===== src/rtl/uart_phy.sv =====
// uart_phy: fixed-baud 8N1 UART serialiser/deserialiser with input sync, glitch rejection, framing check and one-byte RX holding buffer
module uart_phy #(
  parameter int CLK_HZ = 25000000,
  parameter int BAUD   = 115200
) (
  input  logic       iClk,
  input  logic       iRstN,
  input  logic       iTx,
  input  logic [7:0] iTxData,
  output logic       oTxReady,
  input  logic       iRxReady,
  output logic       oRx,
  output logic [7:0] oRxData,
  output logic       oFrameErr,
  output logic       oOverrun,
  input  logic       iPinRx,
  output logic       oPinTx
);
  localparam logic [15:0] DIV  = 16'(CLK_HZ / BAUD);
  localparam logic [15:0] HALF = 16'(CLK_HZ / BAUD / 2);
  typedef enum logic [1:0] {T_IDLE, T_START, T_DATA, T_STOP} tx_state_e;
  typedef enum logic [2:0] {R_IDLE, R_START, R_DATA, R_STOP, R_WAIT} rx_state_e;
  tx_state_e   tx_state_q, tx_state_d;
  logic [15:0] tx_cnt_q, tx_cnt_d;
  logic [2:0]  tx_bit_q, tx_bit_d;
  logic [7:0]  tx_sh_q, tx_sh_d;
  rx_state_e   rx_state_q, rx_state_d;
  logic [15:0] rx_cnt_q, rx_cnt_d;
  logic [2:0]  rx_bit_q, rx_bit_d;
  logic [7:0]  rx_sh_q, rx_sh_d;
  logic        s1_q, s2_q;
  logic        rx_exp, done, ferr, deliver;
  logic [7:0]  buf_q, buf_d, data_q, data_d;
  logic        full_q, full_d, rx_q, rx_d, fe_q, ovr_q, ovr_d;
  always_comb begin
    tx_state_d = tx_state_q;
    tx_cnt_d   = tx_cnt_q;
    tx_bit_d   = tx_bit_q;
    tx_sh_d    = tx_sh_q;
    if (tx_state_q == T_IDLE) begin
      if (iTx) begin
        tx_state_d = T_START;
        tx_cnt_d   = DIV;
        tx_bit_d   = 3'd0;
        tx_sh_d    = iTxData;
      end
    end else if (tx_cnt_q != 16'd1) begin
      tx_cnt_d = tx_cnt_q - 16'd1;
    end else begin
      tx_cnt_d = DIV;
      case (tx_state_q)
        T_START: tx_state_d = T_DATA;
        T_DATA: begin
          tx_sh_d    = tx_sh_q >> 1;
          tx_bit_d   = tx_bit_q + 3'd1;
          tx_state_d = tx_bit_q == 3'd7 ? T_STOP : T_DATA;
        end
        default: begin
          tx_state_d = T_IDLE;
          tx_cnt_d   = 16'd0;
        end
      endcase
    end
  end
  assign oTxReady = tx_state_q == T_IDLE;
  assign oPinTx   = tx_state_q == T_START ? 1'b0 : tx_state_q == T_DATA ? tx_sh_q[0] : 1'b1;
  assign rx_exp = rx_cnt_q == 16'd1;
  always_comb begin
    rx_state_d = rx_state_q;
    rx_cnt_d   = rx_cnt_q;
    rx_bit_d   = rx_bit_q;
    rx_sh_d    = rx_sh_q;
    done       = 1'b0;
    ferr       = 1'b0;
    case (rx_state_q)
      R_IDLE: begin
        if (!s2_q) begin
          rx_state_d = R_START;
          rx_cnt_d   = HALF;
        end
      end
      R_START: begin
        if (rx_exp) begin
          rx_state_d = s2_q ? R_IDLE : R_DATA;
          rx_cnt_d   = s2_q ? 16'd0 : DIV;
          rx_bit_d   = 3'd0;
        end else rx_cnt_d = rx_cnt_q - 16'd1;
      end
      R_DATA: begin
        if (rx_exp) begin
          rx_sh_d    = {s2_q, rx_sh_q[7:1]};
          rx_bit_d   = rx_bit_q + 3'd1;
          rx_cnt_d   = DIV;
          rx_state_d = rx_bit_q == 3'd7 ? R_STOP : R_DATA;
        end else rx_cnt_d = rx_cnt_q - 16'd1;
      end
      R_STOP: begin
        if (rx_exp) begin
          done       = s2_q;
          ferr       = !s2_q;
          rx_state_d = s2_q ? R_IDLE : R_WAIT;
          rx_cnt_d   = 16'd0;
        end else rx_cnt_d = rx_cnt_q - 16'd1;
      end
      default: rx_state_d = s2_q ? R_IDLE : R_WAIT;
    endcase
  end
  assign deliver = full_q & iRxReady;
  always_comb begin
    rx_d   = deliver | (done & !full_q & iRxReady);
    data_d = deliver ? buf_q : rx_d ? rx_sh_q : data_q;
    full_d = deliver ? done : full_q | (done & !iRxReady);
    buf_d  = done & (deliver | (!full_q & !iRxReady)) ? rx_sh_q : buf_q;
    ovr_d  = done & full_q & !iRxReady;
  end
  always_ff @(posedge iClk or negedge iRstN) begin
    if (!iRstN) begin
      tx_state_q <= T_IDLE;
      tx_cnt_q   <= 16'd0;
      tx_bit_q   <= 3'd0;
      tx_sh_q    <= 8'd0;
      rx_state_q <= R_IDLE;
      rx_cnt_q   <= 16'd0;
      rx_bit_q   <= 3'd0;
      rx_sh_q    <= 8'd0;
      s1_q       <= 1'b1;
      s2_q       <= 1'b1;
      buf_q      <= 8'd0;
      full_q     <= 1'b0;
      rx_q       <= 1'b0;
      data_q     <= 8'd0;
      fe_q       <= 1'b0;
      ovr_q      <= 1'b0;
    end else begin
      tx_state_q <= tx_state_d;
      tx_cnt_q   <= tx_cnt_d;
      tx_bit_q   <= tx_bit_d;
      tx_sh_q    <= tx_sh_d;
      rx_state_q <= rx_state_d;
      rx_cnt_q   <= rx_cnt_d;
      rx_bit_q   <= rx_bit_d;
      rx_sh_q    <= rx_sh_d;
      s1_q       <= iPinRx;
      s2_q       <= s1_q;
      buf_q      <= buf_d;
      full_q     <= full_d;
      rx_q       <= rx_d;
      data_q     <= data_d;
      fe_q       <= ferr;
      ovr_q      <= ovr_d;
    end
  end
  assign oRx       = rx_q;
  assign oRxData   = data_q;
  assign oFrameErr = fe_q;
  assign oOverrun  = ovr_q;
endmodule

===== config.mk =====
export PLATFORM = sky130hd
export DESIGN_NAME = uart_phy
export DESIGN_NICKNAME = d
export VERILOG_FILES = /design/src/rtl/uart_phy.sv
export SDC_FILE = /design/constraint.sdc
export NUM_CORES = 1
export LEC_CHECK = 0
export BUFFER_PORTS_ARGS = -buffer_cell sky130_fd_sc_hd__buf_2
export CAP_MARGIN = 20
export CELL_PAD_IN_SITES_DETAIL_PLACEMENT = 1
export CELL_PAD_IN_SITES_GLOBAL_PLACEMENT = 1
export CORE_MARGIN = 1.5
export CORE_UTILIZATION = 48
export CTS_CLUSTER_SIZE = 25
export DETAILED_ROUTE_END_ITERATION = 12
export HOLD_SLACK_MARGIN = 0.15
export PLACE_DENSITY = 0.82
export SLEW_MARGIN = 5
export SYNTH_ARGS = -nofsm -noshare
export SYNTH_HDL_FRONTEND = slang
export SYNTH_SLANG_ARGS = --single-unit

===== constraint.sdc =====
create_clock -name iClk -period 2.9 [get_ports iClk]
set_clock_uncertainty 0.2 [all_clocks]
set_input_delay 0 -clock iClk [delete_from_list [all_inputs] [get_ports iClk]]
set_output_delay 0 -clock iClk [all_outputs]
set_load 0.02 [all_outputs]

==> results of run 1 <==
==> flip-flops by register name, indices dropped and copies added (netlist names) <==
| signal | cells |
|---|---|
| rx_bit_q | 3 |
| s2_q | 1 |
| tx_sh_q | 8 |
| tx_state_q | 2 |
| tx_cnt_q | 16 |
| oRx | 1 |
| buf_q | 8 |
| rx_cnt_q | 16 |
| rx_state_q | 3 |
| oFrameErr | 1 |
| tx_bit_q | 3 |
| oOverrun | 1 |
| full_q | 1 |
| s1_q | 1 |
| rx_sh_q | 8 |
| oRxData | 8 |
==> power by group <==
| group | switching, mW | leakage [nW] | internal [mW] |
|---|---|---|---|
| Clock | 0.467 | 0.0912 | 0.346 |
| Combinational | 0.0503 | 1.29 | 0.0390 |
| Sequential | 0.00888 | 1.00 | 1.14 |
| Total | 0.526 | 2.38 | 1.52 |
==> worst max-delay path: stages (launching register included) <==
cell and delay, ns:
dfrtp_1 0.47, nor4_1 0.59, and2_1 0.39, nand3_1 0.31
mux2i_1 0.19, o41ai_1 0.36
==> layer usage <==
layer	vias up	GRT usage	routed length, um
met5	-	0	0
met4	0	0.09231	238
met3	21	0.03453	334
met2	89	0.4519	6137
met1	1872	0.3433	5274
li1	1690	-	-
==> cells by family (layout without fill, tap and decap cells) <==
group | Yosys count | count (layout) | share of synthesized area
buf+inv | 33 | 93 | 0.03442
fa+ha+maj | 12 | 12 | 0.03500
mux | 35 | 35 | 0.08635
xor+xnor | 8 | 8 | 0.01809
simple gates | 160 | 160 | 0.2004
compound gates | 101 | 101 | 0.1526
flops | 81 | 81 | 0.4732
==> cells in the mapped netlist (2+ instances only) <==
library cell / instances / area share
a211oi_1: 9 / 0.016
a21oi_1: 26 / 0.030
a31oi_1: 6 / 0.0088
a32oi_1: 3 / 0.0061
and2_1: 2 / 0.0029
and3_1: 4 / 0.0058
buf_2: 4 / 0.0047
buf_6: 2 / 0.0053
clkbuf_1: 13 / 0.011
dfrtp_1: 79 / 0.46
dfstp_2: 2 / 0.012
ha_1: 12 / 0.035
inv_1: 12 / 0.011
mux2_2: 16 / 0.042
mux2i_1: 19 / 0.044
nand2_1: 36 / 0.032
nand2b_1: 4 / 0.0058
nand3_1: 15 / 0.018
nand4_1: 8 / 0.012
nor2_1: 32 / 0.028
nor2b_1: 11 / 0.016
nor3_1: 15 / 0.018
nor3b_1: 4 / 0.0070
nor4_1: 11 / 0.016
o21ai_0: 22 / 0.026
o21ai_1: 10 / 0.012
o22a_1: 5 / 0.010
o22ai_1: 4 / 0.0058
o31ai_1: 3 / 0.0053
or3_1: 2 / 0.0029
or3b_2: 2 / 0.0041
or4_1: 3 / 0.0053
xor2_1: 6 / 0.012
==> layout make-up <==
type	instances	area share
multi-input combinational	316	0.4213
clock buffer	10	0.02745
clock inverter	6	0.009733
sequential	81	0.4048
inverter	12	0.008984
timing repair buffer	65	0.1008
tap	108	0.02695
==> path summary, 6_finish.rpt <==
kind / end / slack (ns)
hold reg to reg: s2_q$_DFF_PN1_ / 0.16
min in group asynchronous: rx_cnt_q[5]$_DFFE_PN0P_ / 0.35
hold / removal: s2_q$_DFF_PN1_ / 0.16
max in group asynchronous: rx_state_q[0]$_DFFE_PN0P_ / 1.54
setup / recovery: rx_cnt_q[4]$_DFFE_PN0P_ / 0.27
setup reg to reg: rx_cnt_q[4]$_DFFE_PN0P_ / 0.27
==> impl_metrics.env, run 1 <==
export IMPL_antennaDiodeCount=0
export IMPL_vdd_ir_drop_worst_uv=211.3
export IMPL_final_util=0.5777
export IMPL_regArea_sq_um=2029
export IMPL_cts_tree="built"
export IMPL_cp_start_kind="flip-flop"
export IMPL_ys_seq_area_frac=0.4732
export IMPL_place_area_sq_um=4562
export IMPL_setup_worst_path_start="rx_cnt_q[5]$_DFFE_PN0P_"
export IMPL_relSlewSlack=0.4572
export IMPL_num_io_pins=26
export IMPL_cts_resized=0
export IMPL_hold_violations=0
export IMPL_grt_pass1_vias=3939
export IMPL_fin_cells=598
export IMPL_synthFlopType="dfrtp_1"
export IMPL_finalInstanceArea_sq_um=5014
export IMPL_cp_max_fo=8
export IMPL_layout_common_cells="dfrtp_1, nand2_1, nor2_1, a21oi_1, buf_2"
export IMPL_worstMarginPinSlew_ns=0.8124
export IMPL_grt_overflow_total=0
export IMPL_fillers=966
export IMPL_cts_buffers=9
export IMPL_layout_min_cycle_time_ns=2.635
export IMPL_worstPathRequired_ns=2.94
export IMPL_port_buffers=25
export IMPL_worst_ep_arrival_time_ns=2.67
export IMPL_critical_path_class="reg2reg"
export IMPL_rsz0062_at_grt="false"
export IMPL_die_area_sq_um=9512
export IMPL_ctsLongestPathBuffers=2
export IMPL_synth_area_sq_um=4289
export IMPL_grt_max_degree=82
export IMPL_setup_tns_ns=0
export IMPL_post_route_drc_count=0
export IMPL_drt_iter0_drc=188
export IMPL_place_ws_ns=0.3298
export IMPL_timing_fmax_mhz=379.6
export IMPL_rr_startpoint="rx_cnt_q[5]$_DFFE_PN0P_"
export IMPL_drt_wl_total_mm=11.99
export IMPL_postCtsSetupRepairBufs=0
export IMPL_cts_sinks=81
export IMPL_clkTransAtPathRegs_ns=0.09
export IMPL_hold_path_class="reg2reg"
export IMPL_synth_warnings=0
export IMPL_htree_levels=3
export IMPL_layout_commonest_cell="dfrtp_1"
export IMPL_dp_cells=557
export IMPL_nets=510
export IMPL_synth_seq_cells=81
export IMPL_synth_cells=430
export IMPL_powerDensity_nw_per_um2=408.6
export IMPL_grt_pass1_wl_mm=19.97
export IMPL_rr_worst_depth=5
export IMPL_power_mw=2.049
export IMPL_row_count=34
export IMPL_multi_input_area_sq_um=2112
export IMPL_die_h_um=97.53
export IMPL_synth_edf_count=0
export IMPL_synth_fp_nets=455
export IMPL_wire_per_inst_um=20.04
export IMPL_holdPathStages=0
export IMPL_postCtsHoldBufs=22
export IMPL_synthToLayoutAreaGrowth_pct=16.89
export IMPL_grtUsageTotal=0.2637
export IMPL_setup_viol=0
export IMPL_layout_drive_gt1_share=0.1816
export IMPL_syn_area_per_cell_sq_um=9.975
export IMPL_cts_root_buf="clkbuf_8"
export IMPL_dp_hpwl_mm=7.505
export IMPL_core_area_sq_um=8678
export IMPL_via_per_inst=6.140
export IMPL_yosysUniqueCellTypes=61
export IMPL_cap_violations=0
export IMPL_end_kind="flip-flop"
export IMPL_firstDrtPassIters=5
export IMPL_start_util=0.4942
export IMPL_vias=3672
export IMPL_fin_crit_sh=0.9085
export IMPL_fin_ws_ns=0.2654
export IMPL_gp_congestion=0.8386
export IMPL_min_from="s1_q$_DFF_PN1_"
export IMPL_antenna_found_initial=0
export IMPL_synthArstFlopShare=1.000
export IMPL_status="finished, final reports clean"
export IMPL_fp_dieW_um=97.53
export IMPL_insertion_delay_ns=0.36
export IMPL_final_max_slew_viol_count=0
export IMPL_hold_ws_ns=0.1579
export IMPL_detail_route_antenna_nets=0
export IMPL_leakage_nw=2.383
(Power assumes the default switching activity.)
==> run 2: changes to the inputs <==
--- a/config.mk
+++ b/config.mk
@@ -11,6 +11,7 @@
 export CELL_PAD_IN_SITES_GLOBAL_PLACEMENT = 1
 export CORE_MARGIN = 1.5
 export CORE_UTILIZATION = 48
+export CTS_BUF_LIST = sky130_fd_sc_hd__clkbuf_16
 export CTS_CLUSTER_SIZE = 25
 export DETAILED_ROUTE_END_ITERATION = 12
 export HOLD_SLACK_MARGIN = 0.15
==> run 2 against run 1 <==
Against the previous run: total power up 14%; worst hold slack got worse by 0.0022 ns; via count up 0.46%; non-clock buffer count is the same; combinational power up 1%; first-iteration DRC count down 13%; design area is 2.0% higher; die area stayed put; clock power grew 34%; register-to-register slack got worse by 0.04 ns.
==> impl_metrics.env, run 2 (synthesis results as in run 1) <==
export IMPL_worst_ep_arrival_time_ns=2.70
export IMPL_via_per_inst=6.169
export IMPL_clkTransAtPathRegs_ns=0.07
export IMPL_layout_min_cycle_time_ns=2.676
export IMPL_setup_viol=0
export IMPL_powerDensity_nw_per_um2=454.6
export IMPL_clkPwrFrac=0.467
export IMPL_antennaDiodeCount=0
export IMPL_rr_startpoint="tx_state_q[0]$_DFFE_PN0P_"
export IMPL_layout_drive_gt1_share=0.1837
export IMPL_worstMarginPinSlew_ns=0.7630
export IMPL_critical_path_class="reg2reg"
export IMPL_status="finished, final reports clean"
export IMPL_cp_start_kind="flip-flop"
export IMPL_detail_route_antenna_nets=0
export IMPL_p_comb_frac=0.039
export IMPL_rsz0062_at_grt="false"
export IMPL_internal_power_mw=1.766
export IMPL_end_kind="flip-flop"
export IMPL_htree_levels=3
export IMPL_timing_fmax_mhz=373.7
export IMPL_drt_wl_total_mm=12.33
export IMPL_leakage_nw=2.425
export IMPL_ff2ff_setup_slack_ns=0.22
export IMPL_fin_cells=598
export IMPL_power_frac_seq=0.494
export IMPL_firstDrtPassIters=4
export IMPL_fin_crit_sh=0.9228
export IMPL_grt_pass1_vias=3982
export IMPL_rr_worst_depth=8
export IMPL_core_area_sq_um=8678
export IMPL_dp_cells=557
export IMPL_setup_worst_path_start="tx_state_q[0]$_DFFE_PN0P_"
export IMPL_grtUsageTotal=0.2743
export IMPL_nets=510
export IMPL_cts_buffers=9
export IMPL_row_count=34
export IMPL_num_io_pins=26
export IMPL_post_route_drc_count=0
export IMPL_relSlewSlack=0.4846
export IMPL_die_area_sq_um=9512
export IMPL_cts_root_buf="clkbuf_16"
export IMPL_cts_tree="built"
export IMPL_p_sw_mw=0.5596
export IMPL_crit_end="tx_sh_q[3]$_DFFE_PN0P_"
export IMPL_grt_max_degree=82
export IMPL_cap_violations=0
export IMPL_hold_path_class="reg2reg"
export IMPL_dp_hpwl_mm=7.505
export IMPL_final_util=0.5895
export IMPL_final_max_slew_viol_count=0
export IMPL_vias=3689
export IMPL_synthToLayoutAreaGrowth_pct=19.28
export IMPL_fp_dieW_um=97.53
export IMPL_fillers=967
export IMPL_port_buffers=25
export IMPL_layout_commonest_cell="dfrtp_1"
export IMPL_grt_overflow_total=0
export IMPL_ctsLongestPathBuffers=2
export IMPL_r2r_end="tx_sh_q[3]$_DFFE_PN0P_"
export IMPL_switching_share=0.2406
export IMPL_grt_pass1_wl_mm=20.49
export IMPL_hold_ws_ns=0.1556
export IMPL_start_util=0.4942
export IMPL_top_regs="rx_cnt_q x16, tx_cnt_q x16"
export IMPL_setup_tns_ns=0
export IMPL_layout_common_cells="dfrtp_1, nand2_1, nor2_1, a21oi_1, buf_2"
export IMPL_gp_congestion=0.8386
export IMPL_insertion_delay_ns=0.34
export IMPL_wire_per_inst_um=20.62
export IMPL_antenna_found_initial=0
export IMPL_cp_max_fo=17
export IMPL_drt_iter0_drc=164
export IMPL_cts_sinks=81
export IMPL_worstPathRequired_ns=2.93
export IMPL_vdd_ir_drop_worst_uv=263.2
export IMPL_hold_violations=0
export IMPL_die_h_um=97.53
-- run 2: cell types whose count changed in the layout (fill, tap and decap cells not counted), sizes merged --
cell	delta
clkbuf	-1
clkinv	+1
-- run 2: critical path, stage by stage, from the launching register on --
cell,delay [ns]
dfrtp_1,0.40
inv_1,0.14
ha_1,0.22
buf_4,0.25
inv_1,0.15
buf_4,0.22
a211oi_2,0.25
dlygate4sd3_1,0.68
a21oi_1,0.06
-- run 2: worst min path at each step --
stage,slack [ns],cells past startpoint,to,startpoint
after detailed placement,-0.09,1,s1_q$_DFF_PN1_,iPinRx
final,0.16,0,s2_q$_DFF_PN1_,s1_q$_DFF_PN1_
after floorplan,-0.50,0,buf_q[0]$_DFFE_PN0P_,iRstN
after global routing,0.16,0,s2_q$_DFF_PN1_,s1_q$_DFF_PN1_
after global placement,-0.09,1,s1_q$_DFF_PN1_,iPinRx
after CTS,0.16,0,s2_q$_DFF_PN1_,s1_q$_DFF_PN1_
-- run 2: timing repair --
| item | 4_1_cts | 5_1_grt |
|---|---|---|
| hold buffers | 22 | 1 |
| hold endpoints to repair | 102 | 33 |
| setup buffers | 0 | 0 |
| endpoints found under the setup margin | 0 | 2 |
| resized for setup | 0 | 2 |
-- run 2: metal layers --
layer  vias up  track usage  wire, um
met5         -            0         0
met4         0       0.1330       375
met3        30      0.04245       408
met2        93       0.4701      6327
met1      1876       0.3372      5219
li1       1690            -         -
-- run 2: layout make-up --
class / instances / area, sq um / share of cell area
sequential: 81 / 2029 / 0.3967
clock inverter: 7 / 52.55 / 0.01027
inverter: 12 / 45.04 / 0.008804
clock buffer: 9 / 225.2 / 0.04402
multi-input combinational: 316 / 2123 / 0.4150
timing repair buffer: 65 / 505.5 / 0.09880
tap: 108 / 135.1 / 0.02641
-- run 2: power groups by stage --
stage	sequential, mW	clock (mW)	combinational (mW)
floorplan	1.17	0	0.0268
global placement	1.17	0	0.0640
detailed placement	1.17	0	0.0652
CTS	1.15	1.10	0.0818
global route	1.15	1.14	0.101
finish	1.15	1.09	0.0906
-- run 2: metrics by stage --
step | power (mW) | cell area (sq um) | setup slack [ns]
after floorplan | 1.192 | 4289 | 0.6748
after global placement | 1.232 | 4562 | 0.4580
after detailed placement | 1.234 | 4562 | 0.3298
after CTS | 2.326 | 5060 | 0.2593
after global routing | 2.388 | 5116 | 0.08113
final | 2.326 | 5116 | 0.2238
==> run 3: changes to the inputs <==
==> config.mk (replaced) <==
export PLATFORM = sky130hd
export DESIGN_NAME = uart_phy
export DESIGN_NICKNAME = d
export VERILOG_FILES = /design/src/rtl/uart_phy.sv
export SDC_FILE = /design/constraint.sdc
export NUM_CORES = 1
export LEC_CHECK = 0
export CAP_MARGIN = 20
export CELL_PAD_IN_SITES_DETAIL_PLACEMENT = 1
export CELL_PAD_IN_SITES_GLOBAL_PLACEMENT = 1
export CORE_MARGIN = 1.5
export CORE_UTILIZATION = 45
export CTS_BUF_LIST = sky130_fd_sc_hd__clkbuf_16
export CTS_CLUSTER_SIZE = 25
export DETAILED_ROUTE_END_ITERATION = 12
export DONT_BUFFER_PORTS = 1
export HOLD_SLACK_MARGIN = 0.15
export PLACE_DENSITY = 0.77
export SLEW_MARGIN = 5
export SYNTH_ARGS = -nofsm -noshare
export SYNTH_HDL_FRONTEND = slang
export SYNTH_SLANG_ARGS = --single-unit
==> constraint.sdc (replaced) <==
create_clock -name iClk -period 2.2 [get_ports iClk]
set_clock_uncertainty 0.2 [all_clocks]
set_input_delay 0 -clock iClk [delete_from_list [all_inputs] [get_ports iClk]]
set_output_delay 0 -clock iClk [all_outputs]
set_load 0.02 [all_outputs]
==> run 3 against run 2 <==
Against the previous run: the run now ends with setup timing left; worst hold slack about the same; non-clock buffer count up 19; fmax rose by 14%; clock power rose by 39%; count of clock-buffer cells in the layout did not move; utilization rose by 2.6 points; cell count grew 6.9%; largest power group unchanged.
==> impl_metrics.env, run 3 (synthesis results as in run 1) <==
export IMPL_status="finished with violations"
export IMPL_violations="setup timing"
export IMPL_layout_common_cells="dfrtp_1, buf_4, nand2_1, nor2_1, a21oi_1"
export IMPL_cp_max_fo=6
export IMPL_drt_iter0_drc=170
export IMPL_end_kind="flip-flop"
export IMPL_insertion_delay_ns=0.34
export IMPL_num_io_pins=26
export IMPL_nets=530
export IMPL_post_route_drc_count=0
export IMPL_die_area_sq_um=10130
export IMPL_cts_buffers=9
export IMPL_place_area_sq_um=4810
export IMPL_detail_route_antenna_nets=0
export IMPL_top_regs="rx_cnt_q x16, tx_cnt_q x16"
export IMPL_row_count=35
export IMPL_worstPathRequired_ns=2.25
export IMPL_ctsLongestPathBuffers=2
export IMPL_clkTransAtPathRegs_ns=0.06
export IMPL_relSlewSlack=0.5110
export IMPL_via_per_inst=6.058
export IMPL_leakage_nw=2.647
export IMPL_fp_dieW_um=100.6
export IMPL_dp_cells=599
export IMPL_drt_wl_total_mm=14.60
export IMPL_grt_overflow_total=0
export IMPL_r2r_end="tx_sh_q[2]$_DFFE_PN0P_"
export IMPL_fillers=964
export IMPL_vias=3871
export IMPL_start_util=0.4642
export IMPL_worst_ep_arrival_time_ns=2.39
export IMPL_setup_viol=24
export IMPL_core_area_sq_um=9240
export IMPL_cts_sinks=81
export IMPL_worstMarginPinSlew_ns=0.7336
export IMPL_setup_worst_path_start="tx_cnt_q[7]$_DFFE_PN0P_"
export IMPL_dp_hpwl_mm=7.908
export IMPL_grtUsageTotal=0.2767
export IMPL_cp_start_kind="flip-flop"
export IMPL_wire_per_inst_um=22.84
export IMPL_hold_path_class="reg2reg"
export IMPL_rsz0062_at_grt="true"
export IMPL_crit_end="tx_sh_q[2]$_DFFE_PN0P_"
export IMPL_grt_pass1_vias=4128
export IMPL_min_from="s1_q$_DFF_PN1_"
export IMPL_timing_fmax_mhz=427.4
export IMPL_rr_startpoint="tx_cnt_q[7]$_DFFE_PN0P_"
export IMPL_fin_ws_ns=-0.1397
export IMPL_final_max_slew_viol_count=0
export IMPL_layout_min_cycle_time_ns=2.340
export IMPL_finalInstanceArea_sq_um=5690
export IMPL_cts_tree="built"
export IMPL_htree_levels=3
export IMPL_fin_crit_sh=1.064
export IMPL_multi_input_area_sq_um=2444
export IMPL_cap_violations=0
export IMPL_synthToLayoutAreaGrowth_pct=32.67
export IMPL_rr_worst_depth=7
export IMPL_die_h_um=100.6
export IMPL_antennaDiodeCount=0
export IMPL_grt_max_degree=82
export IMPL_powerDensity_nw_per_um2=552.8
export IMPL_regArea_sq_um=2033
export IMPL_gp_congestion=0.8644
export IMPL_ff2ff_setup_slack_ns=-0.14
export IMPL_antenna_found_initial=0
export IMPL_port_buffers=0
export IMPL_vdd_ir_drop_worst_uv=405.6
export IMPL_fin_cells=639
export IMPL_cts_root_buf="clkbuf_16"
export IMPL_hold_violations=0
export IMPL_hold_ws_ns=0.1552
export IMPL_grt_pass1_wl_mm=21.26
export IMPL_firstDrtPassIters=4
export IMPL_power_mw=3.145
export IMPL_layout_drive_gt1_share=0.3255
export IMPL_layout_commonest_cell="dfrtp_1"
export IMPL_critical_path_class="reg2reg"
[run 3: layer usage]
layer / global-route usage / part of all wire / vias to the layer above
li1: - / - / 1728
met1: 0.3283 / 0.39 / 1988
met2: 0.4927 / 0.55 / 119
met3: 0.04716 / 0.041 / 36
met4: 0.1192 / 0.024 / 0
met5: 0 / 0 / -
[run 3: how the worst min path moves through the flow]
stage,endpoint,slack (ns),depth (start not counted)
floorplan,buf_q[0]$_DFFE_PN0P_,-0.50,0
global placement,rx_cnt_q[5]$_DFFE_PN0P_,-0.49,0
detailed placement,rx_cnt_q[5]$_DFFE_PN0P_,-0.49,0
CTS,s2_q$_DFF_PN1_,0.15,0
global route,s2_q$_DFF_PN1_,0.16,0
finish,s2_q$_DFF_PN1_,0.16,0
[run 3: final cells by class]
cell class	count	area share
well taps	129	0.02836
flip-flops and latches	81	0.3573
repair buffers	84	0.1251
multi-input cells	317	0.4294
clock buffers	9	0.03958
clock inverters	7	0.01231
inverters	12	0.007916
[run 3: stage by stage]
step / TNS (ns) / util / setup slack [ns]
global route: -3.173 / 0.6158 / -0.2067
finish: -1.129 / 0.6158 / -0.1397
CTS: -0.2240 / 0.5871 / -0.05615
detailed placement: -6.930 / 0.5205 / -0.2014
floorplan: 0 / - / 0.01828
global placement: -0.6299 / 0.5205 / -0.05335
[run 3: timing repair]
action | CTS | global route
hold endpoints to repair | 130 | 0
gates resized for setup | 31 | 66
setup buffers | 3 | 4
hold buffers | 15 | 0
cloned | 1 | 1
pin swaps | 14 | 23
endpoints found under the setup margin | 63 | 62
[run 3: worst max-delay path: stages, from the launching register on]
cell and delay, ns:
dfrtp_1 0.39, or4_4 0.59, buf_6 0.15, nor4_4 0.28, buf_6 0.17, nand2_8 0.09
mux2i_2 0.18, a21oi_1 0.20
[run 3: where the power goes]
group / total [mW] / switching, mW / internal (mW) / leakage, nW
sequential: 1.52 / 0.0157 / 1.50 / 1.00
clock: 1.52 / 0.645 / 0.877 / 0.135
combinational: 0.106 / 0.0656 / 0.0400 / 1.51
